**src/rtl/sqrt_disp_pkg.sv**
```systemverilog
// Shared types and constants for the square-root result display stage:
// FSM encoding, digit width and active-low seven-segment codes {g,f,e,d,c,b,a}.
package sqrt_disp_pkg;

  typedef enum logic [1:0] {
    IDLE    = 2'b00,
    CONVERT = 2'b01,
    SHOW    = 2'b10
  } state_t;

  localparam int DIGIT_W = 4;

  localparam logic [6:0] SEG_BLANK = 7'h7F;
  localparam logic [6:0] SEG_0     = 7'h40;
  localparam logic [6:0] SEG_1     = 7'h79;
  localparam logic [6:0] SEG_2     = 7'h24;
  localparam logic [6:0] SEG_3     = 7'h30;
  localparam logic [6:0] SEG_4     = 7'h19;
  localparam logic [6:0] SEG_5     = 7'h12;
  localparam logic [6:0] SEG_6     = 7'h02;
  localparam logic [6:0] SEG_7     = 7'h78;
  localparam logic [6:0] SEG_8     = 7'h00;
  localparam logic [6:0] SEG_9     = 7'h10;

endpackage

```
**src/rtl/seg7_decoder.sv**
```systemverilog
// Combinational BCD nibble to active-low seven-segment pattern {g,f,e,d,c,b,a}.
// Codes above 9 cannot come out of the converter and decode to blank.
module seg7_decoder
  import sqrt_disp_pkg::*;
(
  input  logic [DIGIT_W-1:0] nibble,
  output logic [6:0]         seg_n
);

  always_comb begin
    seg_n = SEG_BLANK;
    case (nibble)
      4'd0:    seg_n = SEG_0;
      4'd1:    seg_n = SEG_1;
      4'd2:    seg_n = SEG_2;
      4'd3:    seg_n = SEG_3;
      4'd4:    seg_n = SEG_4;
      4'd5:    seg_n = SEG_5;
      4'd6:    seg_n = SEG_6;
      4'd7:    seg_n = SEG_7;
      4'd8:    seg_n = SEG_8;
      4'd9:    seg_n = SEG_9;
      default: seg_n = SEG_BLANK;
    endcase
  end

endmodule

```
**src/rtl/sqrt_result_display.sv**
```systemverilog
// Captures the square-root result, converts it to BCD with shift-add-3 and multiplexes it
// onto an active-low seven-segment display. Optional macro: LEADING_ZERO_BLANK_EN.
module sqrt_result_display
  import sqrt_disp_pkg::*;
#(
  parameter int DATA_W     = 8,
  parameter int NUM_DIGITS = 4,
  parameter int REFRESH_W  = 17
) (
  input  logic                    clk,
  input  logic                    clr_n,
  input  logic                    load,
  input  logic [DATA_W-1:0]       result,
  output logic                    busy,
  output logic                    bcd_valid,
  output logic [4*NUM_DIGITS-1:0] bcd,
  output logic [NUM_DIGITS-1:0]   an,
  output logic [6:0]              seg,
  output logic                    dp,
  output logic [1:0]              state_dbg
);

  localparam int SCR_W = DIGIT_W * NUM_DIGITS;
  localparam int CNT_W = $clog2(DATA_W + 1);
  localparam int IDX_W = (NUM_DIGITS > 1) ? $clog2(NUM_DIGITS) : 1;
  localparam logic [CNT_W-1:0] CNT_INIT = CNT_W'(DATA_W);
  localparam logic [IDX_W-1:0] IDX_LAST = IDX_W'(NUM_DIGITS - 1);

  state_t               state, state_nxt;
  logic [DATA_W-1:0]    shift_reg;
  logic [SCR_W-1:0]     scratch, scratch_adj;
  logic [CNT_W-1:0]     cnt;
  logic [REFRESH_W-1:0] refresh;
  logic [IDX_W-1:0]     digit_idx;
  logic [DIGIT_W-1:0]   cur_nibble;
  logic [NUM_DIGITS-1:0] lit, an_nxt;
  logic [6:0]           seg_dec, seg_nxt;
  logic                 capture;

  // load is a one-cycle strobe with no ready: it is accepted in IDLE or SHOW and
  // silently dropped while a conversion is in flight.
  assign capture   = load && (state != CONVERT);
  assign busy      = (state == CONVERT) && (cnt != '0);
  assign dp        = 1'b1;
  assign state_dbg = state;

  always_comb begin
    state_nxt = state;
    case (state)
      IDLE:    if (load) state_nxt = CONVERT;
      CONVERT: if (cnt == '0) state_nxt = SHOW;
      SHOW:    if (load) state_nxt = CONVERT;
      default: state_nxt = IDLE;
    endcase
  end

  always_comb begin
    scratch_adj = scratch;
    for (int i = 0; i < NUM_DIGITS; i++) begin
      if (scratch[i*DIGIT_W +: DIGIT_W] >= 4'd5)
        scratch_adj[i*DIGIT_W +: DIGIT_W] = scratch[i*DIGIT_W +: DIGIT_W] + 4'd3;
    end
  end

  // The cycle with cnt==0 is the hand-off: busy has dropped, scratch is copied out.
  always_ff @(posedge clk) begin
    if (!clr_n) begin
      state     <= IDLE;
      shift_reg <= '0;
      scratch   <= '0;
      cnt       <= '0;
      bcd       <= '0;
      bcd_valid <= 1'b0;
    end else begin
      state <= state_nxt;
      if (capture) begin
        shift_reg <= result;
        scratch   <= '0;
        cnt       <= CNT_INIT;
        bcd_valid <= 1'b0;
      end else if (state == CONVERT) begin
        if (cnt != '0) begin
          {scratch, shift_reg} <= {scratch_adj, shift_reg} << 1;
          cnt                  <= cnt - 1'b1;
        end else begin
          bcd       <= scratch;
          bcd_valid <= 1'b1;
        end
      end
    end
  end

`ifdef LEADING_ZERO_BLANK_EN
  always_comb begin
    logic seen;
    seen   = 1'b0;
    lit    = '0;
    lit[0] = 1'b1;
    for (int i = NUM_DIGITS - 1; i > 0; i--) begin
      if (bcd[i*DIGIT_W +: DIGIT_W] != '0) seen = 1'b1;
      lit[i] = seen;
    end
  end
`else
  assign lit = '1;
`endif

  always_comb begin
    cur_nibble = '0;
    an_nxt     = '1;
    for (int i = 0; i < NUM_DIGITS; i++) begin
      if (digit_idx == IDX_W'(i)) begin
        cur_nibble = bcd[i*DIGIT_W +: DIGIT_W];
        if (lit[i]) an_nxt[i] = 1'b0;
      end
    end
    seg_nxt = (an_nxt == '1) ? SEG_BLANK : seg_dec;
  end

  seg7_decoder u_dec (
    .nibble (cur_nibble),
    .seg_n  (seg_dec)
  );

  always_ff @(posedge clk) begin
    if (!clr_n) begin
      refresh   <= '0;
      digit_idx <= '0;
      an        <= '1;
      seg       <= SEG_BLANK;
    end else if (state == IDLE) begin
      an  <= '1;
      seg <= SEG_BLANK;
    end else begin
      refresh <= refresh + 1'b1;
      if (refresh == '1)
        digit_idx <= (digit_idx == IDX_LAST) ? '0 : digit_idx + 1'b1;
      an  <= an_nxt;
      seg <= seg_nxt;
    end
  end

endmodule

```
**config.mk**
```make
export PLATFORM = sky130hd
export DESIGN_NAME = sqrt_result_display
export DESIGN_NICKNAME = d
export VERILOG_FILES = /design/src/rtl/sqrt_disp_pkg.sv /design/src/rtl/seg7_decoder.sv /design/src/rtl/sqrt_result_display.sv
export SDC_FILE = /design/constraint.sdc
export NUM_CORES = 1
export LEC_CHECK = 0
export CAP_MARGIN = 20
export CORE_MARGIN = 2
export CORE_UTILIZATION = 35
export CTS_CLUSTER_SIZE = 40
export DETAILED_ROUTE_END_ITERATION = 6
export PLACE_DENSITY_LB_ADDON = 0.1
export SLEW_MARGIN = 10
export SYNTH_ARGS = -nofsm -noshare
export SYNTH_HDL_FRONTEND = slang
export SYNTH_SLANG_ARGS = --single-unit
```
**constraint.sdc**
```tcl
create_clock -name clk -period 4.7 [get_ports clk]
set_clock_uncertainty 0.1 [all_clocks]
set_input_delay 1.175 -clock clk [delete_from_list [all_inputs] [get_ports clk]]
set_output_delay 1.175 -clock clk [all_outputs]
set_load 0.05 [all_outputs]
```
==> results of run 1 <==
==> critical path: cells and delay by family, from the launching register on <==
kind                       cells  cell delay, ns
DFF                            1            0.33
and+or+nand+nor                2            0.50
buffers and inverters          3            0.84
adders and majority gates      1            0.16
==> worst paths after layout <==
check                       startpoint  cells after the start                      end  slack, ns
min reg2reg  shift_reg[7]$_SDFFE_PN0P_                      2  scratch[0]$_SDFFE_PP0N_       0.36
min          shift_reg[7]$_SDFFE_PN0P_                      2  scratch[0]$_SDFFE_PP0N_       0.36
max reg2reg  digit_idx[0]$_SDFFE_PN0P_                      6        seg[1]$_SDFF_PP1_       2.41
max                cnt[0]$_SDFFE_PP0N_                      6                     busy       1.25
==> power groups by stage <==
stage	combinational (uW)	sequential, uW	clock, uW
2_1_floorplan	67.2	716	0
3_5_place_dp	130	694	0
4_1_cts	131	679	507
5_1_grt	142	681	535
3_3_place_gp	131	694	0
6_report	128	679	493
==> through the flow <==
| stage | std cells | total power [uW] | util [%] | setup WS [ns] |
|---|---|---|---|---|
| 2_1_floorplan | 426 | 784 | - | 1.64 |
| 3_3_place_gp | 587 | 824 | 40.6 | 1.57 |
| 3_5_place_dp | 587 | 825 | 40.6 | 1.57 |
| 4_1_cts | 603 | 1320 | 42.5 | 1.22 |
| 5_1_grt | 603 | 1360 | 42.5 | 1.13 |
| 6_report | 603 | 1300 | 42.5 | 1.25 |
==> cell type report <==
| class | instances | area [um^2] | area share (%) |
|---|---|---|---|
| inverter | 17 | 63.8 | 1.47 |
| multi-input combinational | 313 | 1920 | 44.5 |
| clock buffer | 13 | 179 | 4.13 |
| clock inverter | 3 | 17.5 | 0.405 |
| sequential | 77 | 1540 | 35.6 |
| timing repair buffer | 44 | 433 | 10.0 |
| tap | 136 | 170 | 3.93 |
==> kinds of logic after synthesis <==
kind of cell	Yosys count	synth area share [%]
adders and majority gates	17	5.87
buffers and inverters	36	4.32
AOI/OAI and AO/OA	96	17.7
and+or+nand+nor	177	24.1
muxes	1	0.276
xor gates and xnor gates	21	5.08
DFF	77	42.6
other	1	0.104
==> layer usage <==
| metal | part of all wire (%) | GRT usage (%) | vias to the layer above |
|---|---|---|---|
| met2 | 45 | 23.1 | 38 |
| li1 | - | - | 1515 |
| met5 | 0 | 0 | - |
| met4 | 1.9 | 6.20 | 0 |
| met3 | 2.6 | 2.72 | 10 |
| met1 | 50 | 19.1 | 1324 |
==> layout by cell type (no fill, tap or decap), drive strengths merged, types with 14 or more instances in the layout <==
| cell type | synthesis | layout |
|---|---|---|
| dfxtp | 77 | 77 |
| nand2 | 76 | 76 |
| xnor2 | 15 | 15 |
| a21oi | 22 | 22 |
| ha | 17 | 17 |
| and2 | 15 | 15 |
| clkdlybuf4s50 | 0 | 41 |
| nor2 | 25 | 25 |
| o21ai | 20 | 20 |
| inv | 17 | 17 |
| a21boi | 34 | 34 |
| nand3 | 14 | 14 |
==> metrics.txt, run 1 <==
PortBufs 41; period utilization 73.4%; Int Pwr 961 uW; Hold WC Path Type register to register; largest net degree at the start of global routing 49; total track usage 14.5%; Crit path required time 3.42 ns; main area contributors after synthesis dfxtp_1 43%, nand2_1 7.9%, a21boi_0 6.8%; crit path DAT 2.17 ns; Critical Path End Type primary output; mean area per synthesized cell 8.50 um^2; actual slew at the worst max-slew pin 0.752 ns; Flop pwr share 52.2%; Crit Path Max Fanout 3; routed len/inst 12.5 um; DR DRC count 0; clock slew at reported path FFs 0.08 ns; number of flip-flops in the largest register 17; cell chain of the critical path inv_1 > ha_1 > or3b_1 > nand2_1 > inv_2 > clkdlybuf4s50_1; Congestion Overflow GR 0; post-CTS setup buffer count 0; Synth Flop Type dfxtp_1; DIE HEIGHT 106 um; H-tree depth 3; EDFF count, synth 0; initial core utilization 35.6%; post-synthesis to final-layout area growth 19.5%; DP Area 4130 um^2; max_cap viols 0; Startpoint Class register; Power Dens Cells 300 nW/um^2; first-pass GRT wire length 13000 um; number of vias per cell 4.79; net switching power 339 uW; core box area 10200 um^2; Die W 106 um; Critical Setup Path Class register to primary output; global placement routability congestion 0.780; clock tree buffer depth 2; CP max stage delay 0.70 ns; Worst-Skew Late Latency 0.35 ns; Seq/Total Area, Yosys 42.6%; DR pass1 iterations 4; clock share of power 37.9%; ys async rst share 0%; Leakage 0.00151 uW; crit path max-delay cell type clkdlybuf4s50_1; WL final 7530 um; # fillers 1061; Cell Rows 37; synthesis-stage register bit count 77; DPL Wire Length 5290 um; Final Hold Violating Endpoints 0; die area 11200 um^2; CTS tree yes; antenna violations before repair 0; initial detailed-routing violation count 71; final setup TNS 0 ns; status finished, final reports clean; Clk Tree Root Cell clkbuf_8; biggest regs refresh x17, bcd x16, scratch x16; cts hold-fix bufs 0; I/O pins 43; Comb pwr share 9.9%; Yosys top cell area share 42.6%; ant diodes 0; synthesized cell area 3620 um^2; remaining antenna violation count 0; syn_nets 454; sw frac 26.1%; Ys Warns 0; layout cell share with drive strength beyond 1 6.64%; unique cell type count in the Yosys netlist 50; Syn Inst Count 426; worst vdd ir 0.000162 V; post-CTS resize count 0; fin area 4330 um^2; largest area contributor in the netlist dfxtp_1; top-count cell post-synth dfxtp_1; Commonest cells post-synth 77 x dfxtp_1, 76 x nand2_1, 33 x a21boi_0, 23 x nor2_1, 22 x a21oi_1; Final nets 490; Final Slew Violations 0; Rel. slew slack 49.8%; RSZ-0062 raised after global routing no; final setup vio count 0; f_max 290 MHz; CTS Sinks 77; post-layout minimum cycle time 3.45 ns; WHS 0.359 ns; vias 2887; vias in the first global route 2687; Biggest register refresh; total CTS buffers 9
(Power assumes the default switching activity.)
==> run 2: changes to the inputs <==
clock period = 3.1 ns   (was 4.7 ns; I/O delays follow)
==> metrics.txt, run 2 (synthesis gave the netlist of run 1 again) <==
H-tree depth 3 (unchanged); crit path max-delay cell type or3b_1; antenna violations before repair 0 (unchanged); WL final 7590 um (+0.86%); status finished, final reports clean; Clk Tree Root Cell clkbuf_8; Die W 106 um (unchanged); Hold Path Depth 2 (unchanged); Final Hold Violating Endpoints 0 (unchanged); cts hold-fix bufs 0 (unchanged); Final nets 491 (+0.20%); Final Slew Violations 0 (unchanged); I/O pins 43 (unchanged); Cell Rows 37 (unchanged); period utilization 82.4%; CTS Sinks 77 (unchanged); Biggest register refresh; initial core utilization 35.6% (unchanged); actual slew at the worst max-slew pin 0.757 ns (+0.00500 ns); post-synthesis to final-layout area growth 20.4%; total track usage 14.1% (-0.41 points); PortBufs 41 (unchanged); post-CTS setup buffer count 0 (unchanged); RSZ-0062 raised after global routing no; DR DRC count 0 (unchanged); Leakage 0.00152 uW (+0.74%); biggest regs refresh x17, bcd x16, scratch x16; Crit. Startpoint cnt[0]$_SDFFE_PP0N_; post-CTS resize count 0 (unchanged); routed len/inst 12.6 um (+0.70%); number of flip-flops in the largest register 17 (unchanged); Critical Path End Type primary output; hold path startpoint shift_reg[7]$_SDFFE_PN0P_; Rel. slew slack 49.5% (-0.33 points); crit path DAT 1.68 ns (-0.49 ns); Power Dens Cells 463 nW/um^2 (+54%); DP Cell Count 588 (+0.17%); initial detailed-routing violation count 107 (+51%); ant diodes 0 (unchanged); Worst R2R Path Depth 6 (unchanged); core box area 10200 um^2 (unchanged); DIE HEIGHT 106 um (unchanged); Critical Setup Path Class register to primary output; worst vdd ir 0.000218 V (+35%); final setup vio count 0 (unchanged); Crit path max-delay family simple AND/OR/NAND/NOR gates; die area 11200 um^2 (unchanged); vias in the first global route 2649 (-1.4%); first-pass GRT wire length 12700 um (-2.0%); remaining antenna violation count 0 (unchanged); layout cell share with drive strength beyond 1 6.84% (+0.20 points); commonest cells after routing, fill and taps aside 77 x dfxtp_1, 76 x nand2_1, 40 x clkdlybuf4s50_1; DR pass1 iterations 4 (unchanged); Startpoint Class register; total CTS buffers 9 (unchanged); worst path buffer plus inverter count 3 (unchanged); clock slew at reported path FFs 0.08 ns (about the same); CP max stage delay 0.39 ns (-0.31 ns); final setup TNS 0 ns (unchanged); final cell count without fillers 604 (+0.17%); multi-input logic area 1920 um^2 (unchanged); Crit Path Max Fanout 3 (unchanged); CP Depth 6 (unchanged); # fillers 1069 (+0.75%); number of vias per cell 4.79 (about the same); Worst-Skew Late Latency 0.35 ns (about the same); DPL Wire Length 5350 um (+1.1%); Core Util, Final 42.8% (+0.31 points); Crit path required time 2.22 ns (-1.20 ns); origin of the critical flop-to-flop path digit_idx[0]$_SDFFE_PN0P_; largest net degree at the start of global routing 48 (-2.0%); post-layout minimum cycle time 2.55 ns; Congestion Overflow GR 0 (unchanged); max_cap viols 0 (unchanged); cell chain of the critical path inv_1 > ha_1 > or3b_1 > nand2_1 > inv_2 > buf_12; Hold WC Path Type register to register; f_max 392 MHz; most common cell after layout, fill and taps aside dfxtp_1; register area 1540 um^2 (unchanged); CTS tree yes; global placement routability congestion 0.777 (-0.45%); clock tree buffer depth 2 (unchanged); vias 2894 (+0.24%)
==> run 2: cell types whose count changed in the layout (fill, tap and decap cells not counted) <==
cell	previous run	this run
clkdlybuf4s50_1	41	40
buf_12	0	1
buf_4	3	4
inv_6	0	1
clkinv_2	2	0
clkbuf_8	13	11
clkinv_4	0	1
clkbuf_1	0	1
bufinv_16	0	1
==> run 2: path summary, 6_finish.rpt <==
path                        endpoint  slack (ns)
max                             busy        0.55
min          scratch[0]$_SDFFE_PP0N_        0.35
max reg2reg        seg[1]$_SDFF_PP1_        0.79
min reg2reg  scratch[0]$_SDFFE_PP0N_        0.35
==> run 2: worst reg2reg max path: stages (launching register included) <==
cell and delay (ns):
dfxtp_1 0.40, ha_1 0.51, a211oi_1 0.13, a211oi_2 0.50, ha_1 0.33, o22ai_1 0.17
nand2_1 0.07
==> run 2: through the flow <==
stage / area [um^2] / hold slack, ns / power [uW] / setup WS (ns)
after global routing: 4360 / 0.374 / 2110 / 0.438
after floorplan: 3620 / 0.332 / 1190 / 0.439
after CTS: 4360 / 0.357 / 2050 / 0.533
after detailed placement: 4150 / 0.347 / 1250 / 0.739
final: 4360 / 0.355 / 2020 / 0.546
after global placement: 4150 / 0.343 / 1250 / 0.749
==> run 2: report_power, final <==
part | leakage, uW | internal, uW | switching (uW) | total (uW)
registers | 0.000624 | 1010 | 15.4 | 1030
logic | 0.000796 | 71.3 | 128 | 199
clock network | 0.000103 | 421 | 371 | 792
==> run 2: cell type report <==
type                            instances  area share [%]
Sequential cell                        77            35.4
Clock buffer                           12            3.56
Clock inverter                          4            1.26
Timing Repair Buffer                   45            10.3
Multi-Input combinational cell        313            44.1
Inverter                               17            1.46
Tap cell                              136            3.90
==> run 2: metal layers <==
layer	global-route usage [%]	part of all wire [%]	vias to the layer above
met4	4.42	1.3	0
met1	18.3	50	1319
li1	-	-	1523
met3	3.34	3.0	10
met5	0	0	-
met2	23.1	46	42
